==> config.mk <==
export PLATFORM = sky130hd
export DESIGN_NAME = alu_uart_ctrl
export DESIGN_NICKNAME = d
export VERILOG_FILES = /design/src/rtl/alu_uart_ctrl_pkg.sv /design/src/rtl/alu_uart_ctrl_timeout.sv /design/src/rtl/alu_uart_ctrl.sv
export SDC_FILE = /design/constraint.sdc
export NUM_CORES = 1
export LEC_CHECK = 0
export ABC_AREA = 1
export ABC_CLOCK_PERIOD_IN_PS = 5270
export CORE_AREA = 2 2 81 83
export DETAILED_ROUTE_END_ITERATION = 10
export DIE_AREA = 0 0 83 85
export PLACE_DENSITY = 0.8
export RECOVER_POWER = 100
export SLEW_MARGIN = 15
export SYNTH_ARGS = -nofsm -noshare
export SYNTH_HDL_FRONTEND = slang
export SYNTH_HIERARCHICAL = 1
export SYNTH_SLANG_ARGS = --single-unit
==> constraint.sdc <==
create_clock -name i_clock -period 5.27 [get_ports i_clock]
set_input_delay 0.527 -clock i_clock [delete_from_list [all_inputs] [get_ports i_clock]]
set_output_delay 0.527 -clock i_clock [all_outputs]
set_load 0.01 [all_outputs]
==> src/rtl/alu_uart_ctrl_pkg.sv <==
// Shared definitions for the UART-driven ALU sequencer.
//   state_e : sequencer state encoding (3 bits)
//   Op*     : ALU opcode constants, shared with the ALU datapath
package alu_uart_ctrl_pkg;

   typedef enum logic [2:0] {
      StIdle   = 3'd0,
      StGetB   = 3'd1,
      StGetOp  = 3'd2,
      StExec   = 3'd3,
      StSend   = 3'd4,
      StWaitTx = 3'd5
   } state_e;

   localparam logic [5:0] OpAdd = 6'h20;
   localparam logic [5:0] OpSub = 6'h22;
   localparam logic [5:0] OpAnd = 6'h24;
   localparam logic [5:0] OpOr  = 6'h25;
   localparam logic [5:0] OpXor = 6'h26;
   localparam logic [5:0] OpNor = 6'h27;
   localparam logic [5:0] OpSra = 6'h03;
   localparam logic [5:0] OpSrl = 6'h02;

endpackage

==> src/rtl/alu_uart_ctrl_timeout.sv <==
// Frame timeout counter: counts idle cycles while enabled and flags the terminal cycle.
//   i_clock    : system clock
//   i_reset    : asynchronous active-low reset
//   i_clear    : synchronous clear (wins over counting)
//   i_enable   : count this cycle
//   o_terminal : high during the cycle in which the count equals TIMEOUT_CYCLES-1
module alu_uart_ctrl_timeout #(
   parameter int unsigned TIMEOUT_CYCLES = 50_000_000,
   parameter int unsigned NB_TIMEOUT     = 26
) (
   input  logic i_clock,
   input  logic i_reset,
   input  logic i_clear,
   input  logic i_enable,
   output logic o_terminal
);

   localparam logic [NB_TIMEOUT-1:0] CountMax = NB_TIMEOUT'(TIMEOUT_CYCLES - 1);

   logic [NB_TIMEOUT-1:0] count_q, count_d;

   assign o_terminal = i_enable && (count_q == CountMax);

   always_comb begin
      count_d = count_q;
      if (i_clear || o_terminal) begin
         count_d = '0;
      end else if (i_enable) begin
         count_d = count_q + 1'b1;
      end
   end

   always_ff @(posedge i_clock or negedge i_reset) begin
      if (!i_reset) begin
         count_q <= '0;
      end else begin
         count_q <= count_d;
      end
   end

endmodule

==> src/rtl/alu_uart_ctrl.sv <==
// UART-driven ALU sequencer: receives A, B and opcode bytes, presents them to the
// combinational ALU, captures the result after one settle cycle and transmits it.
//   i_clock, i_reset         : clock, asynchronous active-low reset
//   i_rx_done, i_rx_data     : received byte strobe and data
//   i_tx_done                : transmitter finished current byte
//   i_alu_result             : ALU output for o_data_a/o_data_b/o_operation
//   o_data_a, o_data_b       : operands to the ALU
//   o_operation              : opcode to the ALU
//   o_tx_start, o_tx_data    : one-cycle transmit request and the byte to send
//   o_busy                   : frame in progress
//   o_timeout                : one-cycle pulse when a partial frame is abandoned
module alu_uart_ctrl
   import alu_uart_ctrl_pkg::*;
#(
   parameter int unsigned NB_DATA        = 8,
   parameter int unsigned NB_OP          = 6,
   parameter int unsigned TIMEOUT_CYCLES = 50_000_000,
   parameter int unsigned NB_TIMEOUT     = 26
) (
   input  logic               i_clock,
   input  logic               i_reset,
   input  logic               i_rx_done,
   input  logic [NB_DATA-1:0] i_rx_data,
   input  logic               i_tx_done,
   input  logic [NB_DATA-1:0] i_alu_result,
   output logic [NB_DATA-1:0] o_data_a,
   output logic [NB_DATA-1:0] o_data_b,
   output logic [NB_OP-1:0]   o_operation,
   output logic               o_tx_start,
   output logic [NB_DATA-1:0] o_tx_data,
   output logic               o_busy,
   output logic               o_timeout
);

   state_e state_q, state_d;

   logic [NB_DATA-1:0] data_a_q, data_b_q, tx_data_q;
   logic [NB_OP-1:0]   operation_q;
   logic               tx_start_q, timeout_q;

   logic load_a, load_b, load_op, capture, abort;
   logic in_frame, terminal;

   assign in_frame = (state_q == StGetB) || (state_q == StGetOp);

   alu_uart_ctrl_timeout #(
      .TIMEOUT_CYCLES (TIMEOUT_CYCLES),
      .NB_TIMEOUT     (NB_TIMEOUT)
   ) u_timeout (
      .i_clock    (i_clock),
      .i_reset    (i_reset),
      .i_clear    (!in_frame || i_rx_done),
      .i_enable   (in_frame),
      .o_terminal (terminal)
   );

   // A byte arriving on the terminal cycle takes priority over the abort.
   always_comb begin
      state_d = state_q;
      load_a  = 1'b0;
      load_b  = 1'b0;
      load_op = 1'b0;
      capture = 1'b0;
      abort   = 1'b0;
      unique case (state_q)
         StIdle: begin
            if (i_rx_done) begin
               load_a  = 1'b1;
               state_d = StGetB;
            end
         end
         StGetB: begin
            if (i_rx_done) begin
               load_b  = 1'b1;
               state_d = StGetOp;
            end else if (terminal) begin
               abort   = 1'b1;
               state_d = StIdle;
            end
         end
         StGetOp: begin
            if (i_rx_done) begin
               load_op = 1'b1;
               state_d = StExec;
            end else if (terminal) begin
               abort   = 1'b1;
               state_d = StIdle;
            end
         end
         StExec: begin
            capture = 1'b1;
            state_d = StSend;
         end
         StSend:   state_d = StWaitTx;
         StWaitTx: if (i_tx_done) state_d = StIdle;
         default:  state_d = StIdle;
      endcase
   end

   always_ff @(posedge i_clock or negedge i_reset) begin
      if (!i_reset) begin
         state_q     <= StIdle;
         data_a_q    <= '0;
         data_b_q    <= '0;
         operation_q <= '0;
         tx_data_q   <= '0;
         tx_start_q  <= 1'b0;
         timeout_q   <= 1'b0;
      end else begin
         state_q    <= state_d;
         // Registered from the SEND state so the pulse lands two cycles after the opcode.
         tx_start_q <= (state_q == StSend);
         timeout_q  <= abort;
         if (load_a)  data_a_q    <= i_rx_data;
         if (load_b)  data_b_q    <= i_rx_data;
         if (load_op) operation_q <= i_rx_data[NB_OP-1:0];
         if (capture) tx_data_q   <= i_alu_result;
      end
   end

   assign o_data_a    = data_a_q;
   assign o_data_b    = data_b_q;
   assign o_operation = operation_q;
   assign o_tx_data   = tx_data_q;
   assign o_tx_start  = tx_start_q;
   assign o_timeout   = timeout_q;
   assign o_busy      = (state_q != StIdle);

endmodule
==> results.md <==
- Status: finished with violations
- Violated checks: max-capacitance violations, max-slew violations
- Layout cell share with drive strength beyond 1: ~8.7%
- Seq/Total Area, Yosys: between 40% and 50%
- Final Setup Violations: 0
- Die X: roughly 83 um
- Crit path capture type: register
- Crit-path max cell delay: ~0.79 ns
- Drt total wl: 7320 um
- Relative slew slack: -114%
- Grt ovf: 0
- Initial Util: between 50% and 60%
- Row count: 29
- Die extent in y: ~85 um
- # port buffers: 52
- Latest clock arrival within the worst-skew pair: ~0.35 ns
- Synth-to-layout area growth: 20.5%
- CP Data Arrival Time: roughly 3.4 ns
- Critical path fanouts, max: 32
- Post-synthesis mux area share: 0%
- Peak supply drop: 0.318 mV
- Clk slew on worst S/H paths: 0.07 ns
- Final Max Tran Viols: 62
- Num CTS Buffers: 9
- CTS tree: done
- Initial antenna violation count: 0
- CTS max path bufs: 2
- Synth warn: 6
- Crit Path Category: reg -> reg
- Synth unique cells: 26
- I/O pin cnt: 53
- Postcts setup bufs: 0
- Fin area: 4010 um2
- Global-route wire length before repair: between 10000 and 15000 um
- FMAX: 0.312 GHz
- Drt first-iter violations: 169
- DRC violation count after routing: 0
- Hold worst-path end: o_tx_data[4]
- Hold wc startpoint: o_tx_data[4]
- Clock Sinks: 61
- Synthesized area per cell: between 7 and 8 um2
- Yosys reg bits: 61
- Design Power: ~1.8 mW
- Tcrit/Tclk final: approximately 61%
- Lkg Pwr: between 1.5 and 2 nW
- Antenna diodes: 0
- Unrepaired setup endpoints after global routing: no
- Reg-to-Reg End: u_timeout/count_q[22]
- Post-Synth Simple-Gate Area: between 30% and 40%
- PwrDens: between 400 and 500 nW/um2
- Vias per cell: between 5 and 6
- Crit. Startpoint: state_q[2]
- Core Region: roughly 6200 um2
- Crit path cell chain: nor2_1 > nand2_1 > nand2_1 > nand2_1 > nor2_1 > nand2_1 > nor2_1 > nand2_1 > nand2_1 > nor2_1
- Final nets: between 500 and 600
- # hold bufs at CTS: 0
- Final hold violation count: 0
- Largest net degree at the start of global routing: 62
- FF-to-FF setup slack: between 2 and 2.5 ns
- Worst Path Buf+Inv: 0
- Worst Clk Skew: between 0.008 and 0.009 ns
- Antenna-violating nets left: 0
- Synth Area in Compound Gates: between 6 and 7%
- Placement Cell Area: approximately 3900 um2
- Setup TNS: 0 ns
- Setup ws final: slightly above 2 ns
- Max-cap violations: 1
- Gp weighted congestion: roughly 0.86
- Clk root buf: clkbuf_8
- Tightest Pin Transition: roughly 3.2 ns
- Post-Synth Adder-Cell Area: less than 1%
- FF-to-FF Start: state_q[2]
- Cts repair resizes: 0
- Drt pass-1 iters: 4
- Worst slack, placed: approximately 2.8 ns
- Crit-path leading delay family: simple AND/OR/NAND/NOR gates
- Reg2reg path depth: 10
- Vias post-DR: 2960
- Die area: 7060 um2
- Synth Instances: 437
- Vias in the first global route: about 2800
- CP startpoint kind: register
- GRT Overall Usage: around 22%
- WL/cell: about 13 um
- HP Class: reg -> reg
- Dpl hpwl: slightly above 5000 um
- Post-layout min period: between 3 and 4 ns
- Max stage delay cell, worst path: nand2_1
- Crit path required time: about 5.5 ns
- Crit path top cell by count: nand2_1
- CTS H-tree depth: 3
- Xor and xnor fraction of the mapped netlist area: around 1.1%
- Main combinational cell family by area after synthesis: simple AND/OR/NAND/NOR gates
- Post-synth design cell area: 3330 um2
- Worst hold path depth: 2
- Syn nets: 458
==> metal layers <==
layer  part of all wire, %  up-vias  global-route usage [%]  wire, um
li1                      -     1478                       -         -
met1                    45     1371                    28.3      3290
met2                    44       95                    33.8      3230
met3                   8.4       16                    7.39       613
met4                   2.5        0                    12.8       185
met5                     0        -                       0         0
==> sequential cells by signal, summed over array words and instances (netlist names) <==
register and flops:
o_tx_start 1, state_q 3, o_tx_data 8, o_data_a 8
u_timeout/count_q 26, o_timeout 1, o_operation 6, o_data_b 8
==> placed cells by master, fill, tap and decap left out, drive strengths merged <==
cell type      instances
nand4                 14
inv                   52
a21oi                  3
a21o                   2
bufinv                 2
o21ai                 26
clkinv                 4
clkbuf                11
buf                    1
xor2                   4
ha                     1
nand2                143
dlygate4sd3           33
clkdlybuf4s50         18
nor2                  79
nand3                 33
clkinvlp               1
and2                   1
nand3b                 1
dfrtp                 61
nor3                   6
==> logic make-up (layout without fill, tap and decap cells) <==
kind of cell / Yosys count / after routing
simple gates: 277 / 277
buf+inv: 63 / 122
xor+xnor: 4 / 4
fa+ha+maj: 1 / 1
flops: 61 / 61
compound gates: 31 / 31
==> stage by stage <==
| stage | cells | utilization [%] | hold WS, ns |
|---|---|---|---|
| floorplan | 437 | - | 0.231 |
| global placement | 557 | 62.4 | 0.457 |
| detailed placement | 557 | 62.4 | 0.461 |
| CTS | 573 | 66.0 | 0.358 |
| global route | 573 | 64.6 | 0.498 |
| finish | 573 | 64.6 | 0.464 |
==> how the worst max path moves through the flow <==
stage	to	cells after the start	slack, ns
3_5_place_dp	state_q[0]	14	2.79
3_3_place_gp	state_q[0]	14	2.91
2_1_floorplan	u_timeout/count_q[11]	12	3.53
5_1_grt	o_data_a[6]	2	1.31
4_1_cts	state_q[0]	14	2.78
6_report	u_timeout/count_q[22]	10	2.07
==> where the power goes <==
| part | switching [mW] | internal (mW) | leakage (nW) |
|---|---|---|---|
| registers | 0.0798 | 0.592 | 0.802 |
| clock network | 0.199 | 0.278 | 0.112 |
| logic | 0.373 | 0.250 | 0.972 |
| total | 0.651 | 1.12 | 1.89 |
==> cell usage after synthesis <==
master | count | area share (%)
dfrtp_1 | 61 | 46
a21oi_1 | 3 | 0.45
o21ai_0 | 3 | 0.45
nand4_2 | 1 | 0.38
xor2_1 | 4 | 1.1
inv_2 | 1 | 0.11
and2_1 | 1 | 0.19
nand3b_1 | 1 | 0.23
nand4_1 | 13 | 2.4
buf_6 | 3 | 1.0
nand2_1 | 128 | 14
o21ai_1 | 7 | 1.1
clkbuf_1 | 1 | 0.11
nor2_2 | 13 | 2.4
ha_1 | 1 | 0.38
nor2_1 | 60 | 6.8
nand2_2 | 13 | 2.4
nor3_1 | 6 | 0.90
inv_1 | 52 | 5.9
buf_4 | 2 | 0.45
nor2_4 | 6 | 2.0
nand3_1 | 33 | 5.0
o21ai_2 | 16 | 4.2
a21o_1 | 2 | 0.45
nand2_4 | 2 | 0.68
buf_2 | 4 | 0.60
==> worst min-delay path, cell delays in order (launching register included) <==
cell	delay (ns)
dfrtp_1	0.34
nand2_1	0.05
nand2_1	0.05
==> layout make-up <==
cell class | instances | area (um2)
Inverter | 53 | 199
Multi-Input combinational cell | 313 | 1440
Timing Repair Buffer | 53 | 519
Tap cell | 77 | 96.3
Clock buffer | 10 | 138
Fill cell | 555 | 2200
Sequential cell | 61 | 1530
Clock inverter | 6 | 86.3
Note: power is estimated with default switching activity, not from simulation.
